<file path="src/rtl/fifo_wr_arbiter_pkg.sv">
// ============================================================================
// Module : fifo_pkg
// Brief  : Shared types and helpers for the FIFO write-port arbiter.
// Rev    : 1.0 - initial release
// ============================================================================
`default_nettype none

package fifo_pkg;

    // Beat counter width; covers packet limits up to 255.
    localparam int c_beat_cnt_w = 8;

    function automatic int idx_width(input int n);
        return (n > 1) ? $clog2(n) : 1;
    endfunction

    typedef enum logic [0:0] {
        IDLE   = 1'b0,
        LOCKED = 1'b1
    } arb_state_e;

endpackage

`default_nettype wire

</file>
<file path="src/rtl/fifo_wr_arbiter_if.sv">
// ============================================================================
// Module : fifo_wr_arbiter_if
// Brief  : Producer streams plus FIFO write-port bundle for the arbiter.
// Rev    : 1.0 - initial release
// ============================================================================
`default_nettype none

interface fifo_wr_arbiter_if
    import fifo_pkg::*;
#(
    parameter int NUM_REQ    = 4,
    parameter int DATA_WIDTH = 8
);
    localparam int c_idx_w = idx_width(NUM_REQ);

    logic [NUM_REQ-1:0]            req_valid;
    logic [NUM_REQ-1:0]            req_last;
    logic [NUM_REQ*DATA_WIDTH-1:0] req_data;
    logic [NUM_REQ-1:0]            req_ready;
    logic                          fifo_full;
    logic                          fifo_wr_en;
    logic [DATA_WIDTH-1:0]         fifo_wr_data;
    logic [c_idx_w-1:0]            grant_id;
    logic                          busy;
    logic                          overrun;

    modport master (
        input  req_valid, req_last, req_data, fifo_full,
        output req_ready, fifo_wr_en, fifo_wr_data, grant_id, busy, overrun
    );

    modport slave (
        output req_valid, req_last, req_data, fifo_full,
        input  req_ready, fifo_wr_en, fifo_wr_data, grant_id, busy, overrun
    );

endinterface

`default_nettype wire

</file>
<file path="src/rtl/fifo_wr_arbiter_rr_find_first.sv">
// ============================================================================
// Module : rr_find_first
// Brief  : First set request scanning from ptr upward, wrapping at NUM_REQ.
// Rev    : 1.0 - initial release
// ============================================================================
`default_nettype none

module rr_find_first
    import fifo_pkg::*;
#(
    parameter int NUM_REQ = 4,
    parameter int IDX_W   = idx_width(NUM_REQ)
) (
    input  wire logic [NUM_REQ-1:0] req,
    input  wire logic [IDX_W-1:0]   ptr,
    output logic                    found,
    output logic [IDX_W-1:0]        idx
);

    logic [IDX_W:0] w_pos;

    // Walk offsets from farthest to nearest so the nearest hit wins.
    always_comb begin
        found = 1'b0;
        idx   = ptr;
        w_pos = '0;
        for (int k = NUM_REQ - 1; k >= 0; k--) begin
            w_pos = {1'b0, ptr} + (IDX_W + 1)'(k);
            if (w_pos >= (IDX_W + 1)'(NUM_REQ)) begin
                w_pos = w_pos - (IDX_W + 1)'(NUM_REQ);
            end
            if (req[w_pos[IDX_W-1:0]]) begin
                found = 1'b1;
                idx   = w_pos[IDX_W-1:0];
            end
        end
    end

endmodule

`default_nettype wire

</file>
<file path="src/rtl/fifo_wr_arbiter.sv">
// ============================================================================
// Module : fifo_wr_arbiter
// Brief  : Packet-granular round-robin arbiter for a single FIFO write port.
// Rev    : 1.0 - initial release
// ============================================================================
`default_nettype none

module fifo_wr_arbiter
    import fifo_pkg::*;
#(
    parameter int NUM_REQ    = 4,
    parameter int DATA_WIDTH = 8,
    parameter int MAX_BEATS  = 16
) (
    input  wire logic          clk,
    input  wire logic          rst,
    fifo_wr_arbiter_if.master  bus
);

    localparam int                      c_idx_w     = idx_width(NUM_REQ);
    localparam logic [c_idx_w-1:0]      c_last_idx  = c_idx_w'(NUM_REQ - 1);
    localparam logic [c_beat_cnt_w-1:0] c_max_beats = c_beat_cnt_w'(MAX_BEATS);

    arb_state_e              state_q, state_d;
    logic [c_idx_w-1:0]      ptr_q, ptr_d;
    logic [c_idx_w-1:0]      owner_q, owner_d;
    logic [c_beat_cnt_w-1:0] beats_q, beats_d;
    logic                    overrun_q, overrun_d;

    logic                    w_ff_found;
    logic [c_idx_w-1:0]      w_ff_idx;
    logic [c_idx_w-1:0]      w_sel;
    logic                    w_sel_valid;
    logic                    w_sel_last;
    logic                    w_grant_ok;
    logic                    w_xfer;

    function automatic logic [c_idx_w-1:0] wrap_inc(input logic [c_idx_w-1:0] x);
        return (x == c_last_idx) ? '0 : x + c_idx_w'(1);
    endfunction

    rr_find_first #(
        .NUM_REQ (NUM_REQ),
        .IDX_W   (c_idx_w)
    ) u_find (
        .req   (bus.req_valid),
        .ptr   (ptr_q),
        .found (w_ff_found),
        .idx   (w_ff_idx)
    );

    always_comb begin
        w_sel       = ptr_q;
        w_sel_valid = 1'b0;
        w_sel_last  = 1'b0;
        if (state_q == LOCKED) begin
            w_sel = owner_q;
        end else if (w_ff_found) begin
            w_sel = w_ff_idx;
        end
        bus.fifo_wr_data = '0;
        for (int i = 0; i < NUM_REQ; i++) begin
            if (w_sel == c_idx_w'(i)) begin
                w_sel_valid      = bus.req_valid[i];
                w_sel_last       = bus.req_last[i];
                bus.fifo_wr_data = bus.req_data[i*DATA_WIDTH +: DATA_WIDTH];
            end
        end
        // In IDLE nothing is offered until someone is valid; the owner always is.
        w_grant_ok = (state_q == LOCKED) || (|bus.req_valid);
        w_xfer     = !rst && w_sel_valid && !bus.fifo_full && w_grant_ok;

        bus.req_ready = '0;
        for (int i = 0; i < NUM_REQ; i++) begin
            if (w_sel == c_idx_w'(i)) begin
                bus.req_ready[i] = !rst && w_grant_ok && !bus.fifo_full;
            end
        end
        bus.fifo_wr_en = w_xfer;
        bus.grant_id   = rst ? '0 : w_sel;
        bus.busy       = !rst && (state_q == LOCKED);
        bus.overrun    = overrun_q;
    end

    always_comb begin
        state_d   = state_q;
        ptr_d     = ptr_q;
        owner_d   = owner_q;
        beats_d   = beats_q;
        overrun_d = overrun_q;
        case (state_q)
            IDLE: begin
                if (w_xfer) begin
                    if (w_sel_last) begin
                        ptr_d = wrap_inc(w_sel);
                    end else begin
                        state_d = LOCKED;
                        owner_d = w_sel;
                        beats_d = c_beat_cnt_w'(1);
                    end
                end
            end
            LOCKED: begin
                if (w_xfer) begin
                    if (w_sel_last) begin
                        state_d = IDLE;
                        ptr_d   = wrap_inc(owner_q);
                        beats_d = '0;
                    end else if (beats_q == c_max_beats) begin
                        // Lock is kept; the flag is diagnostic only.
                        overrun_d = 1'b1;
                    end else begin
                        beats_d = beats_q + c_beat_cnt_w'(1);
                    end
                end
            end
            default: state_d = IDLE;
        endcase
    end

    always_ff @(posedge clk) begin
        if (rst) begin
            state_q   <= IDLE;
            ptr_q     <= '0;
            owner_q   <= '0;
            beats_q   <= '0;
            overrun_q <= 1'b0;
        end else begin
            state_q   <= state_d;
            ptr_q     <= ptr_d;
            owner_q   <= owner_d;
            beats_q   <= beats_d;
            overrun_q <= overrun_d;
        end
    end

endmodule

`default_nettype wire

</file>
<file path="src/flat_wrapper.sv">
// flat-port wrapper written by rule: the top's interface ports become plain ports
module fifo_wr_arbiter_flat import fifo_pkg::*;
#(
    parameter int NUM_REQ    = 4,
    parameter int DATA_WIDTH = 8,
    parameter int MAX_BEATS  = 16
)
  (clk, rst, bus_req_valid, bus_req_last, bus_req_data, bus_fifo_full, bus_req_ready, bus_fifo_wr_en, bus_fifo_wr_data, bus_grant_id, bus_busy, bus_overrun);
  fifo_wr_arbiter_if #(.NUM_REQ(NUM_REQ), .DATA_WIDTH(DATA_WIDTH)) bus_i ();
  input  wire logic clk;
  input  wire logic rst;
  input wire logic [$bits(bus_i.req_valid)-1:0] bus_req_valid;
  input wire logic [$bits(bus_i.req_last)-1:0] bus_req_last;
  input wire logic [$bits(bus_i.req_data)-1:0] bus_req_data;
  input wire logic [$bits(bus_i.fifo_full)-1:0] bus_fifo_full;
  output wire logic [$bits(bus_i.req_ready)-1:0] bus_req_ready;
  output wire logic [$bits(bus_i.fifo_wr_en)-1:0] bus_fifo_wr_en;
  output wire logic [$bits(bus_i.fifo_wr_data)-1:0] bus_fifo_wr_data;
  output wire logic [$bits(bus_i.grant_id)-1:0] bus_grant_id;
  output wire logic [$bits(bus_i.busy)-1:0] bus_busy;
  output wire logic [$bits(bus_i.overrun)-1:0] bus_overrun;
  assign bus_i.req_valid = bus_req_valid;
  assign bus_i.req_last = bus_req_last;
  assign bus_i.req_data = bus_req_data;
  assign bus_i.fifo_full = bus_fifo_full;
  assign bus_req_ready = bus_i.req_ready;
  assign bus_fifo_wr_en = bus_i.fifo_wr_en;
  assign bus_fifo_wr_data = bus_i.fifo_wr_data;
  assign bus_grant_id = bus_i.grant_id;
  assign bus_busy = bus_i.busy;
  assign bus_overrun = bus_i.overrun;
  fifo_wr_arbiter #(.NUM_REQ(NUM_REQ), .DATA_WIDTH(DATA_WIDTH), .MAX_BEATS(MAX_BEATS)) u_core (.clk(clk), .rst(rst), .bus(bus_i));
endmodule
</file>
<file path="config.mk">
export PLATFORM = sky130hd
export DESIGN_NAME = fifo_wr_arbiter_flat
export DESIGN_NICKNAME = d
export VERILOG_FILES = /design/src/rtl/fifo_wr_arbiter_pkg.sv /design/src/rtl/fifo_wr_arbiter_if.sv /design/src/rtl/fifo_wr_arbiter_rr_find_first.sv /design/src/rtl/fifo_wr_arbiter.sv /design/src/flat_wrapper.sv
export SDC_FILE = /design/constraint.sdc
export NUM_CORES = 1
export LEC_CHECK = 0
export ABC_AREA = 1
export CAP_MARGIN = 30
export CORE_MARGIN = 2
export CORE_UTILIZATION = 39
export CTS_CLUSTER_SIZE = 20
export DETAILED_ROUTE_END_ITERATION = 10
export PLACE_DENSITY = 0.76
export SETUP_SLACK_MARGIN = 0.15
export SLEW_MARGIN = 20
export SYNTH_ARGS = -nofsm -noshare
export SYNTH_HDL_FRONTEND = slang
export SYNTH_SLANG_ARGS = --single-unit
</file>
<file path="constraint.sdc">
create_clock -name clk -period 2.66 [get_ports clk]
set_input_delay 0.532 -clock clk [delete_from_list [all_inputs] [get_ports clk]]
set_output_delay 0.532 -clock clk [all_outputs]
set_load 0.05 [all_outputs]
</file>
==> results by stage <==
Status:
- The run finished, with violations left.
- The checks that failed: setup timing.

Die:
- The number of core rows is 22.
- The die covers roughly 4300 µm².
- The vertical die dimension is 65.5 µm.
- The top-level I/O count is 60.
- The floorplan step set the die width to roughly 66 µm.
- In this run the standard cell core region covers between 3000 and 4000 µm².
- The starting utilization of the core area is slightly above 40%.

Timing:
- The number of pins with negative max-slew slack in the final report is 0.
- The worst max-slew margin expressed relative to the limit is around 67%.
- Timing would allow up to roughly 0.29 GHz.
- After layout, the minimum clock period comes to 3.45 ns.
- Setup repair after global routing could not meet its margin everywhere.
- The tightest hold margin is 0.481 ns.
- Setup violations remaining at the end of the flow were counted as 29.
- The total count of hold-check failures in the final report was 0.
- The part of the cycle the worst path needs is 130%.
- The maximum clock skew at final layout is about 0.00060 ns.
- For the pin with the worst max-slew slack, the measured transition is around 0.5 ns.
- The final worst slack is -0.786 ns.

Setup path:
- The source of the worst register-to-register timing path is u_core.ptr_q[0].
- The setup check on the worst reg-to-reg path leaves a slack of -0.75 ns.
- On the worst path, the slowest cell contributes a delay of around 0.26 ns.
- Traced cell by cell, the critical path runs through buf_2 -> inv_1 -> nand2_1 -> nand3_2 -> nand2_4 -> nand3_2 -> nand4_1 -> nand3_2 -> nand2_4 -> inv_4 -> ha_4 -> buf_6 -> buf_12 -> buf_4 -> a21oi_2 -> nand2_1 -> a21boi_4 -> nand2_2 -> nand2_1 -> nand2_1 -> nand2_4 -> nand2_1 -> a21oi_1.
- The worst setup path is launched from an input pin.
- Among all stages on the critical path, the largest delay is contributed by a21boi_4.
- At the worst endpoint, the required time is around 2.8 ns.
- The path depth of the worst reg2reg path is 23.
- The data arrival time of the critical path is 3.61 ns.
- Of all nets on the critical path, the largest fanout is 8.
- By startpoint and endpoint, the worst setup path is classified as in2reg.
- The worst setup path endpoint is u_core.beats_q[7].
- The worst register-to-register path ends at u_core.beats_q[7].
- The most frequent cell on the critical path is nand2_1.
- The worst setup path is captured at a flip-flop.
- The critical path starts at bus_req_valid[2].

Synthesis:
- The area share of xor/xnor cells in the synthesized design is 3.56%.
- Summing the sequential cell areas from Yosys gives a little under a fifth of the chip area.
- Summing the areas of all fa, ha and maj instances in the mapped netlist gives just under 6% of the synthesized area.
- The mux share of post-synthesis cell area is 0%.
- Summing the areas of all and, or, nand and nor instances in the mapped netlist gives roughly 40% of the synthesized area.
- Synthesis handed over a netlist of 240 instances.
- The post-synthesis net count is just under 300.
- In this run the cell area of the synthesized design comes to 1480 µm².
- After synthesis the netlist holds a flip-flop and latch count of 14.
- After synthesis, the netlist uses 36 different library cells.
- The synthesized area per cell is ~6 µm².
- By area, the combinational part of the netlist is dominated by simple AND/OR/NAND/NOR gates.
- The number of warnings reported in the yosys synthesis log is 0.
- The synthesized netlist devotes between 20% and 30% of its cell area to compound gates.

Clocking:
- The clock passes through at most 2 buffers.
- After clock tree synthesis, the clock-pin slew on the worst setup and hold paths is 0.06 ns.
- Clock tree synthesis found a total of 14 sinks.
- The number of CTS-inserted buffers is 3.
- The clock latency of the later-clocked register in the worst-skew pair is between 0.2 and 0.3 ns.
- The H-tree depth is 1.
- The cell chosen for the clock root is clkbuf_8.
- The CTS tree is built.

Final layout:
- In the final layout, the share of cells above drive strength 1 is 50.7%.
- The final layout contains 415 nets.
- The synthesis-to-finish area growth is 132%.
- After filler insertion, the fill cell instance count of the layout stands at between 100 and 150.

Run:
- The reported max-cap violation count is 0.

Detailed routing:
- Summing over every cut layer, the via total after detailed routing is between 2k and 3k.
- The count of nets left with antenna violations once routing finished came out at 0.
- The mean routed wirelength per cell is 23.2 µm.
- The detailed-route vias per instance is ~6.2.
- The detailed-routing iteration count for the pre-antenna-repair pass is 5.
- The DRC marker count from the first detailed-route iteration is ~250.
- The post-detailed-routing wire length is 9570 µm.
- After detailed routing, the number of remaining DRC violations is 0.

Place:
- The last weighted congestion value of the routability-driven placer is just over 0.9.
- Once detailed placement completed, the half-perimeter wirelength came to around 4000 µm.
- The post-placement setup slack is -0.876 ns.
- The total of buffers placed on input and output ports is between 50 and 60.

Global routing:
- The initial antenna violation count was 1.
- The first global-routing pass estimated 10900 µm of wire.
- The total track usage is between 30% and 40%.
- The pin count of the biggest net entering global routing is 14.
- The total global routing overflow is 0.
- The via count of the first global-routing pass is 2229.

Hold path:
- The class of the worst hold path is reg2reg.
## worst max-delay path: cells and delay by family
kind	cells	cell delay (ns)
compound gates	3	0.62
fa+ha+maj	1	0.19
buf+inv	6	0.68
simple gates	13	1.58
## how the worst min path moves through the flow
stage	startpoint	end	slack (ns)	depth (start not counted)
CTS	u_core.bus.overrun	u_core.bus.overrun	0.47	2
finish	u_core.bus.overrun	u_core.bus.overrun	0.48	2
global placement	u_core.bus.overrun	u_core.bus.overrun	0.45	2
global route	u_core.bus.overrun	u_core.bus.overrun	0.50	2
floorplan	u_core.beats_q[7]	u_core.beats_q[7]	0.47	2
detailed placement	u_core.bus.overrun	u_core.bus.overrun	0.46	2
## logic make-up (layout without fill, tap and decap cells)
| logic type | Yosys count | after routing |
|---|---|---|
| xor+xnor | 6 | 6 |
| flops | 14 | 14 |
| other cells | 0 | 1 |
| compound gates | 41 | 41 |
| buf+inv | 36 | 159 |
| fa+ha+maj | 7 | 7 |
| simple gates | 136 | 136 |
## sequential cells by signal, summed over array words and instances, names as in the netlist
signal and count:
u_core.beats_q 8, u_core.owner_q 2, u_core.ptr_q 2, u_core.state_q 1, u_core.bus.overrun 1
## stage by stage
| stage | cell area, µm² | instances | setup TNS [ns] | util (%) |
|---|---|---|---|---|
| floorplan | 1810 | 240 | -1.82 | - |
| global placement | 2870 | 379 | -18.83 | 78.3 |
| detailed placement | 2870 | 379 | -20.28 | 78.3 |
| CTS | 3220 | 399 | -5.99 | 87.9 |
| global route | 3430 | 411 | -16.61 | 93.6 |
| finish | 3430 | 412 | -16.18 | 93.7 |
## placed cells by master (no fill, tap or decap), types with 3 or more instances in the layout
cell type | synthesis | layout
nor2_1 | 30 | 24
inv_1 | 21 | 11
inv_4 | 1 | 5
buf_12 | 0 | 19
nor3_1 | 8 | 6
nand3_2 | 4 | 8
inv_2 | 5 | 8
nand2_4 | 1 | 11
a21oi_1 | 12 | 10
buf_2 | 2 | 4
ha_1 | 7 | 4
dfxtp_1 | 14 | 12
nor2_4 | 0 | 8
inv_6 | 0 | 3
nand2_1 | 71 | 52
buf_6 | 2 | 10
o21ai_1 | 2 | 4
buf_4 | 1 | 56
nand2_2 | 3 | 11
o31ai_4 | 0 | 8
a221oi_4 | 0 | 6
nand4_1 | 3 | 3
nand3_1 | 11 | 5
ha_4 | 0 | 3
clkdlybuf4s50_1 | 0 | 39
xor2_1 | 4 | 4
clkbuf_8 | 0 | 3
## layout make-up
| cell class | instances | area, µm² | area share [%] |
|---|---|---|---|
| multi-input cells | 190 | 1560 | 45.3 |
| repair buffers | 129 | 1360 | 39.5 |
| flip-flops and latches | 14 | 285 | 8.32 |
| inverters | 27 | 129 | 3.76 |
| well taps | 48 | 60.1 | 1.75 |
| clock buffers | 3 | 41.3 | 1.20 |
| diodes | 1 | 2.50 | 0.0730 |
## synthesized netlist by cell type
master / instances / area, µm²
nand2_1: 71 / 267
nor2_1: 30 / 113
inv_1: 21 / 78.8
dfxtp_1: 14 / 280
a21oi_1: 12 / 60.1
nand3_1: 11 / 55.1
a221oi_1: 8 / 70.1
nor3_1: 8 / 40.0
o31ai_1: 8 / 60.1
ha_1: 7 / 87.6
inv_2: 5 / 18.8
nand3_2: 4 / 40.0
o21ai_0: 4 / 20.0
xor2_1: 4 / 35.0
nand2_2: 3 / 18.8
nand4_1: 3 / 18.8
nor2_2: 3 / 18.8
buf_2: 2 / 10.0
buf_6: 2 / 22.5
clkbuf_1: 2 / 7.51
o21ai_1: 2 / 10.0
xnor2_1: 2 / 17.5
a211oi_1: 1 / 7.51
a21boi_0: 1 / 7.51
a21boi_4: 1 / 18.8
a21oi_4: 1 / 16.3
a31oi_1: 1 / 6.26
buf_1: 1 / 3.75
buf_4: 1 / 7.51
clkbuf_4: 1 / 7.51
inv_4: 1 / 6.26
nand2_4: 1 / 11.3
nand3b_1: 1 / 7.51
o21ai_2: 1 / 8.76
o31ai_2: 1 / 12.5
or2_2: 1 / 6.26
## metal layers
metal	vias up	routed length, µm	global-route usage (%)
li1	1047	-	-
met1	1176	3360	35.7
met2	241	4360	60.8
met3	68	1150	6.68
met4	2	676	18.0
met5	-	20	0
## what timing repair did
| action | in CTS | in global routing |
|---|---|---|
| setup endpoints to repair | 29 | 29 |
| gates cloned | 1 | 0 |
| hold buffers | 0 | 0 |
| pin swaps | 23 | 14 |
| buffers inserted | 16 | 12 |
| gates resized for setup | 58 | 26 |
Power is left out: the tool's default activity adds up to more than one toggle a clock period on the data nets, which glitch-free logic cannot reach.
